$ cat src/rtl/mem_arbiter.sv
// Two-requester single-port memory arbiter: m0 has priority, m1 is guaranteed a
// slot after BURST_MAX back-to-back m0 grants. Fixed-latency access sequence.
module mem_arbiter #(
  parameter int WAIT_STATES = 0,
  parameter int BURST_MAX   = 4
) (
  input  logic        clk,
  input  logic        rst_n,

  input  logic        m0_req,
  input  logic        m0_we,
  input  logic        m0_byte_half,
  input  logic [15:0] m0_addr,
  input  logic [15:0] m0_wdata,
  output logic        m0_ack,
  output logic [15:0] m0_rdata,

  input  logic        m1_req,
  input  logic        m1_we,
  input  logic        m1_byte_half,
  input  logic [15:0] m1_addr,
  input  logic [15:0] m1_wdata,
  output logic        m1_ack,
  output logic [15:0] m1_rdata,

  output logic [15:0] mem_addr,
  output logic [15:0] mem_in,
  output logic        mem_we,
  output logic        mem_byte_half,
  input  logic [15:0] mem_out,

  output logic        busy,
  output logic        owner
);

  // state    | meaning
  // S_IDLE   | no transaction; arbitrate and latch winner on any request
  // S_ACCESS | memory driven from latched fields; wait counter runs down
  // S_ACK    | one-cycle ack to owner; requests ignored

  localparam int WCW = (WAIT_STATES > 0) ? $clog2(WAIT_STATES + 1) : 1;
  localparam int CCW = (BURST_MAX > 0) ? $clog2(BURST_MAX + 1) : 1;
  localparam logic [WCW-1:0] WAIT_LOAD  = WCW'(WAIT_STATES);
  localparam logic [CCW-1:0] CONSEC_MAX = CCW'(BURST_MAX);

  typedef enum logic [1:0] {
    S_IDLE   = 2'd0,
    S_ACCESS = 2'd1,
    S_ACK    = 2'd2
  } state_t;

  state_t         state_q, state_d;
  logic [WCW-1:0] wait_q, wait_d;
  logic [CCW-1:0] consec_q, consec_d;
  logic           owner_q, owner_d;
  logic           we_q, we_d;
  logic           busy_q, busy_d;
  logic           mem_we_q, mem_we_d;
  logic           mem_byte_half_q, mem_byte_half_d;
  logic [15:0]    mem_addr_q, mem_addr_d;
  logic [15:0]    mem_in_q, mem_in_d;
  logic           m0_ack_q, m0_ack_d;
  logic           m1_ack_q, m1_ack_d;
  logic [15:0]    m0_rdata_q, m0_rdata_d;
  logic [15:0]    m1_rdata_q, m1_rdata_d;
  logic           grant_m1;
  logic           grant_we;

  // m1 wins when alone, or when m0 has used up its burst allowance
  assign grant_m1 = m1_req & (~m0_req | (consec_q == CONSEC_MAX));
  assign grant_we = grant_m1 ? m1_we : m0_we;

  always_comb begin
    state_d         = state_q;
    wait_d          = wait_q;
    consec_d        = consec_q;
    owner_d         = owner_q;
    we_d            = we_q;
    busy_d          = busy_q;
    mem_we_d        = mem_we_q;
    mem_byte_half_d = mem_byte_half_q;
    mem_addr_d      = mem_addr_q;
    mem_in_d        = mem_in_q;
    m0_ack_d        = 1'b0;
    m1_ack_d        = 1'b0;
    m0_rdata_d      = m0_rdata_q;
    m1_rdata_d      = m1_rdata_q;

    case (state_q)
      S_IDLE: begin
        if (m0_req | m1_req) begin
          owner_d         = grant_m1;
          we_d            = grant_we;
          mem_we_d        = grant_we;
          mem_byte_half_d = grant_m1 ? m1_byte_half : m0_byte_half;
          mem_addr_d      = grant_m1 ? m1_addr : m0_addr;
          mem_in_d        = grant_m1 ? m1_wdata : m0_wdata;
          wait_d          = WAIT_LOAD;
          busy_d          = 1'b1;
          state_d         = S_ACCESS;
          if (grant_m1 || !m1_req) begin
            consec_d = '0;
          end else if (consec_q != CONSEC_MAX) begin
            consec_d = consec_q + 1'b1;
          end
        end
      end

      S_ACCESS: begin
        if (wait_q != '0) begin
          wait_d = wait_q - 1'b1;
        end else begin
          if (!we_q) begin
            if (owner_q) m1_rdata_d = mem_out;
            else         m0_rdata_d = mem_out;
          end
          mem_we_d = 1'b0;
          m0_ack_d = ~owner_q;
          m1_ack_d = owner_q;
          state_d  = S_ACK;
        end
      end

      S_ACK: begin
        busy_d  = 1'b0;
        state_d = S_IDLE;
      end

      default: begin
        busy_d   = 1'b0;
        mem_we_d = 1'b0;
        state_d  = S_IDLE;
      end
    endcase
  end

  always_ff @(posedge clk or negedge rst_n) begin
    if (!rst_n) begin
      state_q         <= S_IDLE;
      wait_q          <= '0;
      consec_q        <= '0;
      owner_q         <= 1'b0;
      we_q            <= 1'b0;
      busy_q          <= 1'b0;
      mem_we_q        <= 1'b0;
      mem_byte_half_q <= 1'b0;
      mem_addr_q      <= '0;
      mem_in_q        <= '0;
      m0_ack_q        <= 1'b0;
      m1_ack_q        <= 1'b0;
      m0_rdata_q      <= '0;
      m1_rdata_q      <= '0;
    end else begin
      state_q         <= state_d;
      wait_q          <= wait_d;
      consec_q        <= consec_d;
      owner_q         <= owner_d;
      we_q            <= we_d;
      busy_q          <= busy_d;
      mem_we_q        <= mem_we_d;
      mem_byte_half_q <= mem_byte_half_d;
      mem_addr_q      <= mem_addr_d;
      mem_in_q        <= mem_in_d;
      m0_ack_q        <= m0_ack_d;
      m1_ack_q        <= m1_ack_d;
      m0_rdata_q      <= m0_rdata_d;
      m1_rdata_q      <= m1_rdata_d;
    end
  end

  assign m0_ack        = m0_ack_q;
  assign m1_ack        = m1_ack_q;
  assign m0_rdata      = m0_rdata_q;
  assign m1_rdata      = m1_rdata_q;
  assign mem_addr      = mem_addr_q;
  assign mem_in        = mem_in_q;
  assign mem_we        = mem_we_q;
  assign mem_byte_half = mem_byte_half_q;
  assign busy          = busy_q;
  assign owner         = owner_q;

endmodule

$ cat config.mk
export PLATFORM = sky130hd
export DESIGN_NAME = mem_arbiter
export DESIGN_NICKNAME = d
export VERILOG_FILES = /design/src/rtl/mem_arbiter.sv
export SDC_FILE = /design/constraint.sdc
export NUM_CORES = 1
export LEC_CHECK = 0
export BUFFER_PORTS_ARGS = -buffer_cell sky130_fd_sc_hd__clkbuf_2
export CAP_MARGIN = 20
export CORE_ASPECT_RATIO = 1.1
export CORE_MARGIN = 8
export CORE_UTILIZATION = 25
export DETAILED_ROUTE_END_ITERATION = 6
export GPL_ROUTABILITY_DRIVEN = 0
export GPL_TIMING_DRIVEN = 0
export PLACE_DENSITY = 0.45
export SYNTH_ARGS = -nofsm -noshare
export SYNTH_HDL_FRONTEND = slang
export SYNTH_SLANG_ARGS = --single-unit
$ cat constraint.sdc
create_clock -name clk -period 1.8 [get_ports clk]
set_input_delay 0.54 -clock clk [delete_from_list [all_inputs] [get_ports clk]]
set_output_delay 0.54 -clock clk [all_outputs]
set_load 0.05 [all_outputs]
==> results.toml <==
[yosys]
ys_ff_latch = 76
avgSynthCellArea_um2 = 11.2
synth_seq_area_share = 0.557
synth_nets = 396
synth_cell_type_count = 30
synth-warning-count = 0
netlist_area_um2 = 3410
syn_inst = 306

[setup_path]
cp.arrival_ps = 1120
worstPathMaxFanout = 5
cp.depth = 1
worstSetupStartpoint = "owner"
r2r_end = "mem_addr[6]"
cpMaxStageDelayCell = "dfrtp_1"
regToRegSetupSlack_ps = 180
critPathLaunchType = "register"
cp_cell_sequence = "clkbuf_2"
r2r-start = "state_q[1]"
worstPathRequired_ps = 1260
critical_path_class = "register to output pin"
reg2regPathDepth = 6
worst-path-buf-inv = 1
slowest_delay_ps = 440
end_kind = "output pin"
critPathTopFamily = "flip-flops"
cp-endpoint = "owner"

[routing]
first_iter_violations = 95
wirelength_mm = 11.5
vias_per_cell = 4.69
wl_per_cell_um = 17.3
drc_errors = 0
ant_nets = 0
first_pass_iters = 5
num_vias = 3114

[power_and_ir_drop]
clkPwrFrac = 0.154
p_sw_frac = 0.518
p_switching_mw = 5.45
p_comb_frac = 0.553
ir_worst_vdd_mv = 0.734
total_power_mw = 10.5
power_frac_seq = 0.293
power_density_nw_per_um2 = 2220
p_int_mw = 5.08
leakagePower_nw = 2.24

[sta]
setup_viol = 0
worst_slew_margin_rel = 0.651
tightest_slew_ps = 524
fin_crit_sh = 0.920
grt_setup_unrepaired = "false"
fmax_mhz = 604
hold_viol = 0
tns_ps = 0
drv_slew = 0
skew_ps = 6.04
min_period_ps = 1660

[clocking]
hold_buffers = 0
htreeDepth = 3
clk_latency_ps = 340
cts_tree = "done"
cts_buffers = 9
cts.sinks = 76
clk_path_buf_depth = 2
clkSlewWorstSetupHoldPaths_ps = 60
cts_root_buf = "clkbuf_16"

[floorplan]
die_area_um2 = 17600
fp.dieW_um = 127
std_cell_rows = 44
dieHeight_um = 139
initial_core_util = 0.257
ios = 158
coreArea_um2 = 13300

[global_routing]
antenna_found_initial = 0
use_met1 = 0.168
grt_max_degree = 50
use_met2 = 0.194
gr-total-overflow = 0
gr-max-usage-layer = "met2"
grt_pass1_vias = 3436
use_met3 = 0.0700
grt_first_pass_wirelength_mm = 18.8
grt_usage = 0.135

[placement]
hpwl_mm = 8.75
dpl_cell_area_um2 = 4460
io_buffers = 157

[finish]
syn_to_final_growth_pct = 39.2
final_cell_area_um2 = 4750
n_antenna_cell = 0
drive_gt1_frac = 0.483
final_nets = 567
final.fill_count = 1357
utilization = 0.358

[worst_hold_path]
hold_class = "input pin to asynchronous set/reset pin"

[status]
status = "finished, final reports clean"

[flow_run]
max-cap-violations = 0
worst register-to-register path: cells and delay by family (launching register included):
kind                   cells  cell delay (ps)
AND/OR/NAND/NOR            1              120
flip-flops                 1              430
buffers and inverters      3              590
AO/OA/AOI/OAI              2              360
how the worst min path moves through the flow:
| stage | slack (ps) | endpoint | cells after the start | startpoint |
|---|---|---|---|---|
| final | 170 | m1_rdata[4] | 1 | rst_n |
| after global routing | 190 | m1_rdata[0] | 1 | rst_n |
| after CTS | 180 | m1_rdata[0] | 1 | rst_n |
| after detailed placement | 490 | m1_rdata[15] | 1 | m1_rdata[15] |
| after global placement | 490 | m1_rdata[9] | 1 | m1_rdata[9] |
| after floorplan | 240 | busy | 0 | rst_n |
layout make-up:
| type | instances | area [um^2] | area share |
|---|---|---|---|
| buffer | 28 | 166 | 0.0350 |
| clock buffer | 11 | 243 | 0.0511 |
| clock inverter | 3 | 15.0 | 0.00316 |
| inverter | 7 | 26.3 | 0.00553 |
| multi-input combinational | 195 | 1340 | 0.281 |
| sequential | 76 | 1900 | 0.401 |
| tap | 184 | 230 | 0.0485 |
| timing repair buffer | 160 | 831 | 0.175 |
registers in the layout (all words and copies together) (netlist names):
register and cells:
m1_rdata 16, mem_we 1, mem_byte_half 1, busy 1, we_q 1, m0_ack 1, state_q 2, mem_in 16
consec_q 3, owner 1, m0_rdata 16, mem_addr 16, m1_ack 1
synth_stat cells:
cell type	n	area, um^2
dfrtp_1	76	1900
o21ai_0	38	190
a21oi_1	34	170
a31oi_1	34	213
nand3_1	34	170
mux2_2	22	248
buf_2	13	65.1
clkbuf_1	12	45.0
mux2_4	10	150
inv_1	5	18.8
buf_6	2	22.5
ha_1	2	25.0
inv_2	2	7.51
nand2_1	2	7.51
nand3b_1	2	15.0
nand4_1	2	12.5
nor2_1	2	7.51
nor2b_1	2	12.5
a21bo_2	1	10.0
a21boi_1	1	7.51
and3b_1	1	8.76
buf_12	1	20.0
nand2b_2	1	8.76
nor2b_4	1	13.8
nor3_4	1	16.3
o2111a_1	1	11.3
o2111ai_1	1	8.76
o21ba_2	1	10.0
o21bai_1	1	7.51
o31ai_1	1	7.51
repair_timing:
action	CTS	global route
buffers inserted	0	2
hold endpoints to repair	0	0
endpoints found under the setup margin	0	42
resized for setup	0	12
logic make-up after synthesis:
group                      count (synthesis)  share of synthesized area
AOI/OAI and AO/OA                        113                      0.186
buffers and inverters                     35                     0.0524
muxes                                     32                      0.117
adders and majority gates                  2                    0.00733
and+or+nand+nor                           48                     0.0799
DFF                                       76                      0.557
power groups by stage:
| stage | Combinational [mW] | Sequential, mW | Clock, mW |
|---|---|---|---|
| floorplan | 1.64 | 5.77 | 0 |
| global placement | 5.83 | 3.10 | 0 |
| detailed placement | 5.86 | 3.11 | 0 |
| CTS | 5.86 | 3.10 | 1.69 |
| global route | 6.20 | 3.22 | 1.75 |
| finish | 5.82 | 3.09 | 1.62 |
stage by stage:
step	setup WS, ps	hold WS [ps]	cells
after floorplan	55.7	244	306
after global placement	-659	492	647
after global routing	19.5	193	664
after detailed placement	-25.8	492	648
final	143	174	664
after CTS	53.0	177	662
layer usage:
metal	vias to the layer above	part of all wire
met5	-	0
met4	0	0.011
met3	11	0.13
met2	152	0.42
met1	1484	0.45
li1	1467	-
cells in the final DEF (no fill, tap or decap), types with 3 or more instances in the layout:
master / n
mux2_4: 10
clkbuf_16: 9
buf_2: 9
a21oi_1: 34
dfrtp_1: 76
nand3_1: 34
buf_4: 3
clkbuf_1: 10
o21ai_0: 38
clkbuf_2: 159
inv_1: 5
mux2_2: 22
a31oi_1: 34
clkinv_2: 3
clkbuf_4: 4
Note: power is estimated with default switching activity, not from simulation.
